===== src/rtl/i2c_pkg.sv =====
`default_nettype none
// ----------------------------------------------------------------------------
// i2c_pkg : state codes and shared constants for the byte-level I2C master
// Revision: 1.0
// ----------------------------------------------------------------------------
package i2c_pkg;

  localparam logic [3:0] S_IDLE   = 4'd0;
  localparam logic [3:0] S_START  = 4'd1;
  localparam logic [3:0] S_ADDR_W = 4'd2;
  localparam logic [3:0] S_ACK_A  = 4'd3;
  localparam logic [3:0] S_REG    = 4'd4;
  localparam logic [3:0] S_ACK_R  = 4'd5;
  localparam logic [3:0] S_WDATA  = 4'd6;
  localparam logic [3:0] S_ACK_D  = 4'd7;
  localparam logic [3:0] S_RSTART = 4'd8;
  localparam logic [3:0] S_ADDR_R = 4'd9;
  localparam logic [3:0] S_ACK_AR = 4'd10;
  localparam logic [3:0] S_RDATA  = 4'd11;
  localparam logic [3:0] S_MNACK  = 4'd12;
  localparam logic [3:0] S_STOP   = 4'd13;

  localparam int WR_SLOTS = 29;
  localparam int RD_SLOTS = 39;

  localparam logic RW_WRITE = 1'b0;
  localparam logic RW_READ  = 1'b1;

endpackage
`default_nettype wire


===== src/rtl/i2c_tick_gen.sv =====
`default_nettype none
// ----------------------------------------------------------------------------
// i2c_tick_gen : quarter-bit strobe and quarter index, held cleared while idle
// Revision: 1.0
// ----------------------------------------------------------------------------
module i2c_tick_gen #(
  parameter int CLK_DIV = 125
) (
  input  logic       clk,
  input  logic       rst_n,
  input  logic       en_i,
  output logic       tick_o,
  output logic [1:0] quarter_o
);

  localparam int              CW       = (CLK_DIV > 2) ? $clog2(CLK_DIV) : 1;
  localparam logic [CW-1:0]   DIV_LAST = CW'(CLK_DIV - 1);

  logic [CW-1:0] div_q;
  logic [1:0]    qtr_q;

  assign tick_o    = en_i && (div_q == DIV_LAST);
  assign quarter_o = qtr_q;

  always_ff @(posedge clk or negedge rst_n) begin
    if (!rst_n) begin
      div_q <= '0;
      qtr_q <= 2'd0;
    end else if (!en_i) begin
      div_q <= '0;
      qtr_q <= 2'd0;
    end else if (tick_o) begin
      div_q <= '0;
      qtr_q <= qtr_q + 2'd1;
    end else begin
      div_q <= div_q + CW'(1);
    end
  end

endmodule
`default_nettype wire


===== src/rtl/i2c_master.sv =====
`default_nettype none
// ----------------------------------------------------------------------------
// i2c_master : register-addressed single-byte I2C write/read master
// Revision: 1.0
// ----------------------------------------------------------------------------
module i2c_master #(
  parameter int CLK_DIV = 125
) (
  input  logic       clk,
  input  logic       rst_n,
  input  logic       start,
  input  logic       rw,
  input  logic [6:0] dev_addr,
  input  logic [7:0] reg_addr,
  input  logic [7:0] wdata,
  output logic [7:0] rdata,
  output logic       busy,
  output logic       done,
  output logic       ack_err,
  output logic       scl,
  output logic       sda_out,
  input  logic       sda_in
);

  import i2c_pkg::*;

  logic [3:0] state_q, state_d;
  logic [2:0] bit_q, bit_d;
  logic       rw_q, rw_d;
  logic [6:0] dev_q, dev_d;
  logic [7:0] reg_q, reg_d, wdat_q, wdat_d;
  logic [7:0] shift_q, shift_d, rdata_q, rdata_d;
  logic       busy_q, busy_d, done_q, done_d, err_q, err_d;
  logic       scl_q, scl_d, sda_q, sda_d;
  logic       tick;
  logic [1:0] qtr;
  logic       is_ack, is_byte;
  logic [7:0] tx_byte;

  i2c_tick_gen #(.CLK_DIV(CLK_DIV)) u_tick (
    .clk       (clk),
    .rst_n     (rst_n),
    .en_i      (busy_q),
    .tick_o    (tick),
    .quarter_o (qtr)
  );

  always_comb begin
    is_ack  = (state_q inside {S_ACK_A, S_ACK_R, S_ACK_D, S_ACK_AR});
    is_byte = (state_q inside {S_ADDR_W, S_REG, S_WDATA, S_ADDR_R, S_RDATA});
    case (state_q)
      S_ADDR_W: tx_byte = {dev_q, 1'b0};
      S_REG:    tx_byte = reg_q;
      S_WDATA:  tx_byte = wdat_q;
      S_ADDR_R: tx_byte = {dev_q, 1'b1};
      default:  tx_byte = 8'hFF;
    endcase
  end

  // Line levels per quarter; they are registered so the pins never glitch.
  always_comb begin
    scl_d = 1'b1;
    sda_d = 1'b1;
    case (state_q)
      S_IDLE: begin
        scl_d = 1'b1;
        sda_d = 1'b1;
      end
      S_START: begin
        scl_d = (qtr != 2'd3);
        sda_d = (qtr < 2'd2);
      end
      S_RSTART: begin
        scl_d = (qtr == 2'd1) || (qtr == 2'd2);
        sda_d = (qtr < 2'd2);
      end
      S_STOP: begin
        scl_d = (qtr != 2'd0);
        sda_d = (qtr >= 2'd2);
      end
      default: begin
        scl_d = (qtr == 2'd1) || (qtr == 2'd2);
        sda_d = tx_byte[bit_q];
      end
    endcase
  end

  always_comb begin
    state_d = state_q;
    bit_d   = bit_q;
    rw_d    = rw_q;
    dev_d   = dev_q;
    reg_d   = reg_q;
    wdat_d  = wdat_q;
    shift_d = shift_q;
    rdata_d = rdata_q;
    busy_d  = busy_q;
    err_d   = err_q;
    done_d  = 1'b0;
    if (state_q == S_IDLE) begin
      // The done cycle is already IDLE; a start seen then is deliberately skipped.
      if (start && !done_q) begin
        rw_d    = rw;
        dev_d   = dev_addr;
        reg_d   = reg_addr;
        wdat_d  = wdata;
        err_d   = 1'b0;
        busy_d  = 1'b1;
        bit_d   = 3'd7;
        state_d = S_START;
      end
    end else if (tick) begin
      if (qtr == 2'd2) begin
        if (is_ack && sda_in) err_d = 1'b1;
        if (state_q == S_RDATA) shift_d = {shift_q[6:0], sda_in};
      end
      if (qtr == 2'd3) begin
        if (is_byte) bit_d = bit_q - 3'd1;
        case (state_q)
          S_START:  state_d = S_ADDR_W;
          S_ADDR_W: if (bit_q == 3'd0) state_d = S_ACK_A;
          S_ACK_A:  state_d = err_q ? S_STOP : S_REG;
          S_REG:    if (bit_q == 3'd0) state_d = S_ACK_R;
          S_ACK_R:  state_d = err_q ? S_STOP : ((rw_q == RW_READ) ? S_RSTART : S_WDATA);
          S_WDATA:  if (bit_q == 3'd0) state_d = S_ACK_D;
          S_ACK_D:  state_d = S_STOP;
          S_RSTART: state_d = S_ADDR_R;
          S_ADDR_R: if (bit_q == 3'd0) state_d = S_ACK_AR;
          S_ACK_AR: state_d = err_q ? S_STOP : S_RDATA;
          S_RDATA: begin
            if (bit_q == 3'd0) begin
              rdata_d = shift_q;
              state_d = S_MNACK;
            end
          end
          S_MNACK:  state_d = S_STOP;
          S_STOP: begin
            state_d = S_IDLE;
            busy_d  = 1'b0;
            done_d  = 1'b1;
          end
          default:  state_d = S_IDLE;
        endcase
      end
    end
  end

  always_ff @(posedge clk or negedge rst_n) begin
    if (!rst_n) begin
      state_q <= S_IDLE;
      bit_q   <= 3'd7;
      rw_q    <= RW_WRITE;
      dev_q   <= 7'd0;
      reg_q   <= 8'd0;
      wdat_q  <= 8'd0;
      shift_q <= 8'd0;
      rdata_q <= 8'd0;
      busy_q  <= 1'b0;
      done_q  <= 1'b0;
      err_q   <= 1'b0;
      scl_q   <= 1'b1;
      sda_q   <= 1'b1;
    end else begin
      state_q <= state_d;
      bit_q   <= bit_d;
      rw_q    <= rw_d;
      dev_q   <= dev_d;
      reg_q   <= reg_d;
      wdat_q  <= wdat_d;
      shift_q <= shift_d;
      rdata_q <= rdata_d;
      busy_q  <= busy_d;
      done_q  <= done_d;
      err_q   <= err_d;
      scl_q   <= scl_d;
      sda_q   <= sda_d;
    end
  end

  assign rdata   = rdata_q;
  assign busy    = busy_q;
  assign done    = done_q;
  assign ack_err = err_q;
  assign scl     = scl_q;
  assign sda_out = sda_q;

endmodule
`default_nettype wire

===== config.mk =====
export PLATFORM = sky130hd
export DESIGN_NAME = i2c_master
export DESIGN_NICKNAME = d
export VERILOG_FILES = /design/src/rtl/i2c_pkg.sv /design/src/rtl/i2c_tick_gen.sv /design/src/rtl/i2c_master.sv
export SDC_FILE = /design/constraint.sdc
export NUM_CORES = 1
export LEC_CHECK = 0
export ABC_AREA = 1
export CELL_PAD_IN_SITES_DETAIL_PLACEMENT = 0
export CELL_PAD_IN_SITES_GLOBAL_PLACEMENT = 2
export CORE_MARGIN = 4
export CORE_UTILIZATION = 40
export CTS_BUF_LIST = sky130_fd_sc_hd__clkbuf_4 sky130_fd_sc_hd__clkbuf_8 sky130_fd_sc_hd__clkbuf_16
export CTS_CLUSTER_DIAMETER = 40
export DETAILED_ROUTE_END_ITERATION = 12
export DONT_BUFFER_PORTS = 1
export PLACE_DENSITY = 0.91
export SLEW_MARGIN = 20
export SYNTH_ARGS = -nofsm -noshare
export SYNTH_HDL_FRONTEND = slang
export SYNTH_SLANG_ARGS = --single-unit

===== constraint.sdc =====
create_clock -name clk -period 2.5 [get_ports clk]
set_clock_uncertainty 0.05 [all_clocks]
set_input_delay 0 -clock clk [delete_from_list [all_inputs] [get_ports clk]]
set_output_delay 0 -clock clk [all_outputs]
set_load 0.01 [all_outputs]

==> impl_metrics.json, run 1 <==
{
  "outcome": "finished clean",
  "cp_num_cells": 7,
  "finalCoreUtilization_pct": 49.72,
  "worst-endpoint-required_ns": 2.68,
  "clockRootBuffer": "sky130_fd_sc_hd__clkbuf_8",
  "syn_avg_cell_area_um2": 8.148,
  "cell_count_after_synthesis": 373,
  "timing.max_cap.violations": 0,
  "r2r_start": "state_q[2]",
  "drt-pass1-iter-count": 4,
  "total_leakage_power_nw": 1.755,
  "end_kind": "register",
  "totalWireLength_um": 6548,
  "period_needed_ns": 1.814,
  "synth_largest_type_area_fraction_pct": 46.11,
  "design_power_total_mw": 3.559,
  "layout.cells.non_filler": 511,
  "setup_total_negative_slack_ns": 0,
  "worst-path-max-fanout": 24,
  "worst_path_largest_cell_delay_ns": 0.46,
  "postCtsResizedCells": 0,
  "min-delay-path-class": "input port to register",
  "yosys_warnings": 0,
  "place_worst_setup_slack_ns": 0.6802,
  "initial_utilization_pct": 41.46,
  "worst_path_most_repeated_cell": "sky130_fd_sc_hd__nand2_1",
  "synth_area_mm2": 0.003039,
  "seq_area_frac_synth_pct": 50.43,
  "antennaDiodeCount": 0,
  "final_hold_viol_count": 0,
  "start_point_of_the_critical_path": "state_q[2]",
  "gp_congestion": 0.8189,
  "critical_path.n_buffers_inverters": 2,
  "synth_seq_cells": 61,
  "drt-vias-per-instance": 4.812,
  "io_pins": 41,
  "synth.largest_area_cell": "sky130_fd_sc_hd__dfrtp_1",
  "irDropWorstVdd_v": 0.0004289,
  "ys_top_cells_by_area": "sky130_fd_sc_hd__dfrtp_1 (46%), sky130_fd_sc_hd__nand2_1 (16%), sky130_fd_sc_hd__inv_1 (5.1%)",
  "routed-via-count": 2459,
  "clock_latency_ns": 0.34,
  "hold-path-cell-count": 5,
  "place.detailed.instances": 468,
  "cp.arrival_ns": 1.99,
  "routed_wire_length_per_instance_um": 12.81,
  "largest_net_degree_at_the_start_of_global_routing": 62,
  "floorplan.die_area_mm2": 0.009056,
  "dr.first_iter.drc_count": 72,
  "tritoncts.num_buffers": 9,
  "width_of_the_chip_um": 95.17,
  "grt_antenna_before_repair": 0,
  "timing.final.ws_setup_ns": 0.6864,
  "nNetsFinal": 442,
  "grtUsageTotal_pct": 16.25,
  "setup_viol": 0,
  "grt_remaining_overflow": 0,
  "num_rows": 31,
  "grt_pass1_wl_um": 11380,
  "filler_cell_count": 710,
  "cellPowerDensity_mw_per_mm2": 976.4,
  "grt_pass1_vias": 2515,
  "slew_hr_pct": 74.20,
  "remaining_drc_errors": 0,
  "proportion_of_layout_cells_with_a_drive_suffix_above_1_pct": 12.38,
  "io_buffers": 0,
  "critical_path.top_delay_family": "simple AND/OR/NAND/NOR gates",
  "layout_worst_path_cycle_share_pct": 72.55,
  "fmaxAchievable_mhz": 551.4,
  "cts.sink_count": 61,
  "floorplan.core_area_mm2": 0.007331,
  "clk_transition_reported_paths_ns": 0.07,
  "antenna_left": 0,
  "synth.net_count": 408,
  "worst_slew_pin_slew_ns": 0.3864,
  "cpMaxStageDelayCell": "sky130_fd_sc_hd__dfrtp_1",
  "place_hpwl_um": 4692,
  "crit_path_cell_trace": "nor2_2 > nand2_4 > nor3_4 > buf_4 > inv_2 > nand2_1 > nand2_1",
  "hold_path_startpoint": "start",
  "synthToLayoutAreaGrowth_pct": 19.93,
  "cts_max_path_buffers": 2,
  "floorplan.die.height_um": 95.17,
  "rsz0062_at_grt": "no",
  "worstSetupStartpointType": "register",
  "clock_tree.htree_level_count": 3,
  "drv_slew": 0,
  "tritoncts": "yes",
  "r2r_cells": 7,
  "setup.worst_path.class": "register to register",
  "ff_latch_area_mm2": 0.001533,
  "synthDistinctLibCells": 32,
  "area_of_the_multi_input_gates_mm2": 0.001303
}
layout make-up:
cell class / count / area share, %
sequential: 61 / 42.05
multi-input combinational: 259 / 35.74
timing repair buffer: 30 / 8.514
inverter: 46 / 4.737
clock buffer: 10 / 3.605
tap: 99 / 3.399
clock inverter: 6 / 1.957
sequential cells by signal, summed over array words and instances, names as in the netlist:
signal            count
u_tick.div_q          7
state_q               4
scl                   1
sda_out               1
u_tick.quarter_o      2
done                  1
bit_q                 3
wdat_q                8
reg_q                 8
ack_err               1
busy                  1
shift_q               8
dev_q                 7
rw_q                  1
rdata                 8
cells by family (layout without fill, tap and decap cells):
family | count (synthesis) | count (layout) | share of synthesized area, %
compound gates | 50 | 50 | 9.263
mux | 1 | 1 | 0.3705
fa+ha+maj | 7 | 7 | 2.882
simple gates | 198 | 198 | 29.27
flops | 61 | 61 | 50.43
xor+xnor | 3 | 3 | 0.8647
buf+inv | 53 | 92 | 6.916
routing by layer:
metal / share of wire, % / vias up / GRT usage, %
li1: - / 1264 / -
met1: 48 / 1142 / 21.04
met2: 46 / 41 / 25.19
met3: 3.9 / 12 / 4.893
met4: 2.1 / 0 / 6.851
met5: 0 / - / 0
tightest hold or removal path, delay by kind of cell:
family	cells	cell delay (ns)
buf+inv	2	0.27
simple gates	3	0.18
final timing paths:
check / endpoint / slack, ns
max: wdat_q[4] / 0.69
min: wdat_q[2] / 0.09
max reg2reg: wdat_q[4] / 0.69
min reg2reg: dev_q[2] / 0.43
max in group asynchronous: bit_q[0] / 1.95
min in group asynchronous: ack_err / 0.12
cell usage in the layout, fill, tap and decap left out, drive strengths merged:
master	n
ha	7
clkinvlp	2
inv	47
mux2	1
nor3	3
bufinv	1
nor2	31
nand2	132
xor2	1
clkinv	2
o31ai	2
o22ai	2
a21oi	10
dlygate4sd3	26
a211oi	1
clkbuf	10
dfstp	5
xnor2	2
dfrtp	56
nand3	28
nand4	4
o211ai	1
o221ai	1
o41ai	1
buf	4
o21ai	32
cell usage after synthesis (all sizes together):
cell	n
xnor2	2
clkinv	1
o41ai	1
dfrtp	56
ha	7
a21oi	10
inv	45
nor3	3
o21ai	32
o22ai	2
o211ai	1
nor2	31
dfstp	5
xor2	1
a211oi	1
buf	7
mux2	1
o221ai	1
nand4	4
nand2	132
nand3	28
o31ai	2
where the power goes:
group	switching [mW]	internal [mW]	total [mW]
Combinational	0.802	0.406	1.21
Clock	0.411	0.480	0.891
Sequential	0.192	1.27	1.46
Total	1.41	2.15	3.56
stage by stage:
step                      hold WS, ns  instance area [um2]
after floorplan               -0.3456                 3039
after global placement        -0.3433                 3154
after detailed placement      -0.3430                 3154
after CTS                     0.09033                 3645
after global routing           0.1016                 3645
final                         0.08618                 3645
what timing repair did:
action,in CTS,in global routing
hold buffers,27,0
hold endpoints to repair,87,0
buffers inserted,0,0
Note: power is estimated with default switching activity, not from simulation.
==> inputs of run 2 (changes only) <==
--- a/config.mk
+++ b/config.mk
@@ -9,12 +9,12 @@
 export CELL_PAD_IN_SITES_DETAIL_PLACEMENT = 0
 export CELL_PAD_IN_SITES_GLOBAL_PLACEMENT = 2
 export CORE_MARGIN = 4
-export CORE_UTILIZATION = 40
+export CORE_UTILIZATION = 37
 export CTS_BUF_LIST = sky130_fd_sc_hd__clkbuf_4 sky130_fd_sc_hd__clkbuf_8 sky130_fd_sc_hd__clkbuf_16
 export CTS_CLUSTER_DIAMETER = 40
 export DETAILED_ROUTE_END_ITERATION = 12
 export DONT_BUFFER_PORTS = 1
-export PLACE_DENSITY = 0.91
+export PLACE_DENSITY = 0.86
 export SLEW_MARGIN = 20
 export SYNTH_ARGS = -nofsm -noshare
 export SYNTH_HDL_FRONTEND = slang
==> constraint.sdc (replaced) <==
create_clock -name clk -period 1.86 [get_ports clk]
set_clock_uncertainty 0.05 [all_clocks]
set_input_delay 0 -clock clk [delete_from_list [all_inputs] [get_ports clk]]
set_output_delay 0 -clock clk [all_outputs]
set_load 0.01 [all_outputs]
==> impl_metrics.json, run 2 (synthesis gave the netlist of run 1 again) <==
{
  "outcome": "finished clean",
  "clock_tree.htree_level_count": 3,
  "r2r_start": "u_tick.div_q[1]",
  "start_point_of_the_critical_path": "u_tick.div_q[1]",
  "tritoncts": "yes",
  "worstSetupStartpointType": "register",
  "grtUsageTotal_pct": 15.36,
  "timing.final.ws_setup_ns": 0.09361,
  "period_needed_ns": 1.766,
  "nNetsFinal": 453,
  "cellPowerDensity_mw_per_mm2": 1320,
  "dr.first_iter.drc_count": 64,
  "drt-vias-per-instance": 4.699,
  "rsz0062_at_grt": "yes",
  "largest_net_degree_at_the_start_of_global_routing": 62,
  "fmaxAchievable_mhz": 566.1,
  "floorplan.core_area_mm2": 0.007848,
  "routed-via-count": 2467,
  "worst_slew_pin_slew_ns": 0.3118,
  "filler_cell_count": 790,
  "design_power_total_mw": 4.981,
  "tritoncts.num_buffers": 9,
  "place_worst_setup_slack_ns": 0.06310,
  "antenna_left": 0,
  "io_pins": 41,
  "place_hpwl_um": 4976,
  "mostFrequentLayoutCell": "sky130_fd_sc_hd__nand2_1",
  "grt_remaining_overflow": 0,
  "grt_antenna_before_repair": 0,
  "area_of_the_multi_input_gates_mm2": 0.001341,
  "floorplan.die.height_um": 98.63,
  "layout_worst_path_cycle_share_pct": 94.97,
  "grt_pass1_wl_um": 11980,
  "end_kind": "register",
  "r2r_cells": 8,
  "totalWireLength_um": 6884,
  "floorplan.die_area_mm2": 0.009728,
  "proportion_of_layout_cells_with_a_drive_suffix_above_1_pct": 15.60,
  "grt_pass1_vias": 2453,
  "worst-path-max-fanout": 5,
  "setup_viol": 0,
  "width_of_the_chip_um": 98.63,
  "min-delay-path-class": "input port to asynchronous set/reset pin",
  "cts.sink_count": 61,
  "setup_total_negative_slack_ns": 0,
  "drt-pass1-iter-count": 5,
  "synthToLayoutAreaGrowth_pct": 24.13,
  "clock_latency_ns": 0.34,
  "total_leakage_power_nw": 1.832,
  "cts_max_path_buffers": 2,
  "num_rows": 32,
  "clockRootBuffer": "sky130_fd_sc_hd__clkbuf_8",
  "slew_hr_pct": 79.21,
  "ff_latch_area_mm2": 0.001534,
  "cp.arrival_ns": 1.94,
  "final_cell_mix": "sky130_fd_sc_hd__nand2_1 (128), sky130_fd_sc_hd__dfrtp_1 (55), sky130_fd_sc_hd__inv_1 (41), sky130_fd_sc_hd__dlygate4sd3_1 (26), sky130_fd_sc_hd__nand3_1 (24)",
  "antennaDiodeCount": 0,
  "remaining_drc_errors": 0,
  "worst-endpoint-required_ns": 2.03,
  "drv_slew": 0,
  "io_buffers": 0,
  "irDropWorstVdd_v": 0.0006605,
  "clk_transition_reported_paths_ns": 0.07,
  "routed_wire_length_per_instance_um": 13.11,
  "initial_utilization_pct": 38.73,
  "timing.max_cap.violations": 0,
  "final_hold_viol_count": 0,
  "gp_congestion": 0.8306,
  "setup.worst_path.class": "register to register"
}
==> run 2: changes by cell type in the layout (fill, tap and decap cells not counted), moves of 2 or more <==
| cell | previous run | this run |
|---|---|---|
| sky130_fd_sc_hd__o21ai_0 | 23 | 18 |
| sky130_fd_sc_hd__o21ai_1 | 9 | 13 |
| sky130_fd_sc_hd__buf_4 | 3 | 13 |
| sky130_fd_sc_hd__clkinv_2 | 0 | 2 |
| sky130_fd_sc_hd__nor2_4 | 6 | 9 |
| sky130_fd_sc_hd__nor2_2 | 7 | 5 |
==> run 2: worst paths after layout <==
kind / slack [ns] / endpoint
worst min-delay path: 0.13 / ack_err
worst max register to register: 0.09 / rdata[7]
worst min register to register: 0.40 / u_tick.div_q[0]
max in group asynchronous: 1.30 / bit_q[2]
worst max-delay path: 0.09 / rdata[7]
min in group clk: 0.17 / busy
==> run 2: through the flow <==
step | area (um2) | utilization [%] | hold slack, ns | cells
after floorplan | 3039 | - | -0.3456 | 373
after global placement | 3181 | 40.53 | -0.3430 | 474
after detailed placement | 3181 | 40.53 | -0.3424 | 474
after CTS | 3666 | 46.72 | 0.07825 | 517
after global routing | 3772 | 48.07 | 0.1410 | 525
final | 3772 | 48.07 | 0.1276 | 525
==> run 2: cell type report <==
type                       instances  area share (%)
clock inverter                     7           1.957
inverter                          46           4.643
multi-input combinational        259           35.56
sequential                        61           40.66
timing repair buffer              41           10.51
clock buffer                       9           3.284
tap                              102           3.383
==> run 2: repair_timing <==
item,in CTS,in global routing
endpoints found under the hold margin,87,0
hold buffers,27,0
setup endpoints to repair,0,29
gates resized for setup,0,17
buffers inserted,0,8
==> run 2: critical path: stages, from the launching register on <==
cell and delay, ns:
sky130_fd_sc_hd__dfrtp_1 0.40, sky130_fd_sc_hd__inv_1 0.06, sky130_fd_sc_hd__ha_1 0.15, sky130_fd_sc_hd__nand3_2 0.09, sky130_fd_sc_hd__nor2_4 0.20, sky130_fd_sc_hd__nand3_4 0.10
sky130_fd_sc_hd__nor2_4 0.16, sky130_fd_sc_hd__nand3_2 0.12, sky130_fd_sc_hd__mux2_1 0.32
==> run 2: power by group <==
part	leakage, nW	internal, mW	switching [mW]	total [mW]
registers	0.771	1.71	0.261	1.97
logic	0.961	0.684	1.15	1.83
clock network	0.0996	0.622	0.560	1.18
total	1.83	3.01	1.97	4.98
==> run 2: layer usage <==
metal | track usage (%) | share of wire, %
met5 | 0 | 0
met4 | 5.462 | 0.89
met3 | 3.680 | 4.2
met2 | 23.56 | 47
met1 | 21.26 | 48
==> inputs of run 3 (changes only) <==
--- a/config.mk
+++ b/config.mk
@@ -6,16 +6,18 @@
 export NUM_CORES = 1
 export LEC_CHECK = 0
 export ABC_AREA = 1
-export CELL_PAD_IN_SITES_DETAIL_PLACEMENT = 0
-export CELL_PAD_IN_SITES_GLOBAL_PLACEMENT = 2
+export CELL_PAD_IN_SITES_DETAIL_PLACEMENT = 1
+export CELL_PAD_IN_SITES_GLOBAL_PLACEMENT = 1
+export CORE_ASPECT_RATIO = 1.25
 export CORE_MARGIN = 4
-export CORE_UTILIZATION = 37
+export CORE_UTILIZATION = 47
 export CTS_BUF_LIST = sky130_fd_sc_hd__clkbuf_4 sky130_fd_sc_hd__clkbuf_8 sky130_fd_sc_hd__clkbuf_16
 export CTS_CLUSTER_DIAMETER = 40
 export DETAILED_ROUTE_END_ITERATION = 12
 export DONT_BUFFER_PORTS = 1
-export PLACE_DENSITY = 0.86
+export PLACE_DENSITY = 0.87
 export SLEW_MARGIN = 20
 export SYNTH_ARGS = -nofsm -noshare
 export SYNTH_HDL_FRONTEND = slang
+export SYNTH_HIERARCHICAL = 1
 export SYNTH_SLANG_ARGS = --single-unit
==> impl_metrics.json, run 3 <==
{
  "outcome": "finished clean",
  "worst-path-max-fanout": 6,
  "clk_transition_reported_paths_ns": 0.08,
  "critical_path.top_delay_family": "simple AND/OR/NAND/NOR gates",
  "floorplan.die_area_mm2": 0.007992,
  "dr.first_iter.drc_count": 143,
  "place.detailed.instances": 472,
  "synth.largest_area_cell": "sky130_fd_sc_hd__dfrtp_1",
  "worst_slew_pin_slew_ns": 0.2874,
  "postSynth.asyncResetShare_pct": 100.0,
  "cts.sink_count": 61,
  "postSynth.topFlopCell": "sky130_fd_sc_hd__dfrtp_1",
  "proportion_of_layout_cells_with_a_drive_suffix_above_1_pct": 22.22,
  "rsz0062_at_grt": "yes",
  "routed_wire_length_per_instance_um": 18.79,
  "timing.max_cap.violations": 0,
  "total_leakage_power_nw": 1.998,
  "setup_viol": 0,
  "clock_tree.htree_level_count": 3,
  "slew_hr_pct": 80.64,
  "count_of_flip_flops_with_a_built_in_enable_after_synthesis": 0,
  "worst_path_largest_cell_delay_ns": 0.41,
  "cpMaxStageDelayCell": "sky130_fd_sc_hd__dfrtp_1",
  "ys_top_cells_by_area": "sky130_fd_sc_hd__dfrtp_1 (45%), sky130_fd_sc_hd__nand2_1 (15%), sky130_fd_sc_hd__nor2_1 (4.9%)",
  "io_buffers": 0,
  "clock_latency_ns": 0.36,
  "layout_worst_path_cycle_share_pct": 99.87,
  "cp.arrival_ns": 2.05,
  "synthDistinctLibCells": 36,
  "mostFrequentLayoutCell": "sky130_fd_sc_hd__nand2_1",
  "gp_congestion": 1.027,
  "initial_utilization_pct": 49.48,
  "synth_largest_type_area_fraction_pct": 45.05,
  "crit_path_cell_trace": "inv_2 > ha_4 > nand2_4 > nor2_4 > nand2_4 > nor2_4 > nand3_4 > nor3_4 > buf_6 > mux2_4",
  "width_of_the_chip_um": 80.76,
  "remaining_drc_errors": 0,
  "tritoncts.num_buffers": 9,
  "cts_max_path_buffers": 2,
  "floorplan.die.height_um": 98.96,
  "critical_path.n_buffers_inverters": 2,
  "drv_slew": 0,
  "setup.worst_path.class": "register to register",
  "grt_antenna_before_repair": 0,
  "final_cell_mix": "sky130_fd_sc_hd__nand2_1 (119), sky130_fd_sc_hd__dfrtp_1 (53), sky130_fd_sc_hd__nor2_1 (36), sky130_fd_sc_hd__nand3_1 (30), sky130_fd_sc_hd__inv_1 (28)",
  "synth.net_count": 413,
  "nNetsFinal": 471,
  "layout.cells.non_filler": 526,
  "fin_worst_hold_slack_ns": 0.1337,
  "tritoncts": "yes",
  "grt_pass1_wl_um": 15710,
  "seq_area_frac_synth_pct": 49.28,
  "place_hpwl_um": 5765,
  "syn_avg_cell_area_um2": 8.229,
  "period_needed_ns": 1.858,
  "drt-pass1-iter-count": 4,
  "flop_to_flop_setup_slack_ns": 0.002,
  "synth.most_common_cell": "sky130_fd_sc_hd__nand2_1",
  "end_kind": "register",
  "synth.top_cells.by_count": "sky130_fd_sc_hd__nand2_1 (122), sky130_fd_sc_hd__dfrtp_1 (56), sky130_fd_sc_hd__nor2_1 (41)",
  "irDropWorstVdd_v": 0.0004949,
  "synth_area_mm2": 0.003110,
  "design_power_total_mw": 2.486,
  "antennaDiodeCount": 0,
  "totalWireLength_um": 9883,
  "grtUsageTotal_pct": 25.81,
  "synth_seq_cells": 61,
  "antenna_left": 0,
  "num_rows": 32,
  "cell_count_after_synthesis": 378,
  "final_hold_viol_count": 0,
  "setup_total_negative_slack_ns": 0,
  "grt_pass1_vias": 3243,
  "worst-endpoint-required_ns": 2.06,
  "io_pins": 41,
  "fmaxAchievable_mhz": 538.3,
  "yosys_warnings": 6,
  "routed-via-count": 2847,
  "min-delay-path-class": "input port to register",
  "grt_remaining_overflow": 0,
  "floorplan.core_area_mm2": 0.006286,
  "cellPowerDensity_mw_per_mm2": 627.4,
  "worstSetupStartpointType": "register",
  "largest_net_degree_at_the_start_of_global_routing": 62,
  "clockRootBuffer": "sky130_fd_sc_hd__clkbuf_8",
  "synthToLayoutAreaGrowth_pct": 27.39,
  "drt-vias-per-instance": 5.413
}
-- run 3: changes by cell type in the layout (fill, tap and decap cells not counted), moves of 7 or more --
cell / before / now
sky130_fd_sc_hd__inv_1: 41 / 28
sky130_fd_sc_hd__o21ai_0: 18 / 9
sky130_fd_sc_hd__buf_4: 13 / 22
sky130_fd_sc_hd__nor2_1: 17 / 36
sky130_fd_sc_hd__nand2_1: 128 / 119
sky130_fd_sc_hd__o21ai_1: 13 / 6
-- run 3: path summary, 6_finish.rpt --
check,from,endpoint,cells after the start
max,u_tick/div_q[1],rdata[3],10
min,start,bit_q[1],5
max reg2reg,u_tick/div_q[1],rdata[3],10
min reg2reg,reg_q[0],reg_q[0],2
max in group asynchronous,rst_n,bit_q[0],2
min in group asynchronous,rst_n,rdata[7],2
-- run 3: timing repair --
action,CTS,global route
cloned,0,1
hold buffers,27,0
endpoints found under the hold margin,87,0
buffers inserted,6,4
endpoints found under the setup margin,7,24
pin swaps,5,5
resized for setup,7,20
-- run 3: area by class of cell --
cell class	count	area [um2]
Clock buffer	9	123.9
Tap cell	85	106.4
Clock inverter	7	50.05
Multi-Input combinational cell	273	1489
Inverter	38	150.1
Sequential cell	61	1536
Timing Repair Buffer	53	506.7
Fill cell	727	2323
-- run 3: cells by family (layout without fill, tap and decap cells) --
family          count (synthesis)  count (layout)  share of synthesized area [%]
buf+inv                        45             107                          6.195
fa+ha+maj                       7               7                          2.816
simple gates                  221             222                          32.54
xor+xnor                        4               4                          1.127
mux                             4               4                          1.689
compound gates                 36              36                          6.356
flops                          61              61                          49.28
-- run 3: metrics by stage --
step / setup WS [ns] / util [%] / area (um2)
floorplan: -0.04261 / - / 3120
detailed placement: -0.05009 / 52.73 / 3314
global route: -0.05519 / 63.04 / 3963
finish: 0.002331 / 63.04 / 3963
global placement: 0.01541 / 52.73 / 3314
CTS: -0.02382 / 61.17 / 3845
-- run 3: worst min-delay path, stage by stage --
cell                      delay (ns)
sky130_fd_sc_hd__inv_1          0.02
sky130_fd_sc_hd__nor2_1         0.15
sky130_fd_sc_hd__nand2_2        0.16
sky130_fd_sc_hd__nand2_8        0.12
sky130_fd_sc_hd__a32oi_2        0.09
-- run 3: per-layer routing --
metal,global-route usage [%],wire (um),share of wire (%),vias up
li1,-,-,-,1322
met4,12.22,320,3.2,0
met3,4.479,359,3.6,26
met2,46.81,5477,55,74
met1,28.59,3725,38,1425
met5,0,0,0,-
-- run 3: power breakdown --
group | total (mW) | switching, mW | internal [mW]
Sequential | 1.33 | 0 | 1.33
Combinational | 0.0795 | 0.0367 | 0.0428
Clock | 1.08 | 0.592 | 0.489
Total | 2.49 | 0.629 | 1.86
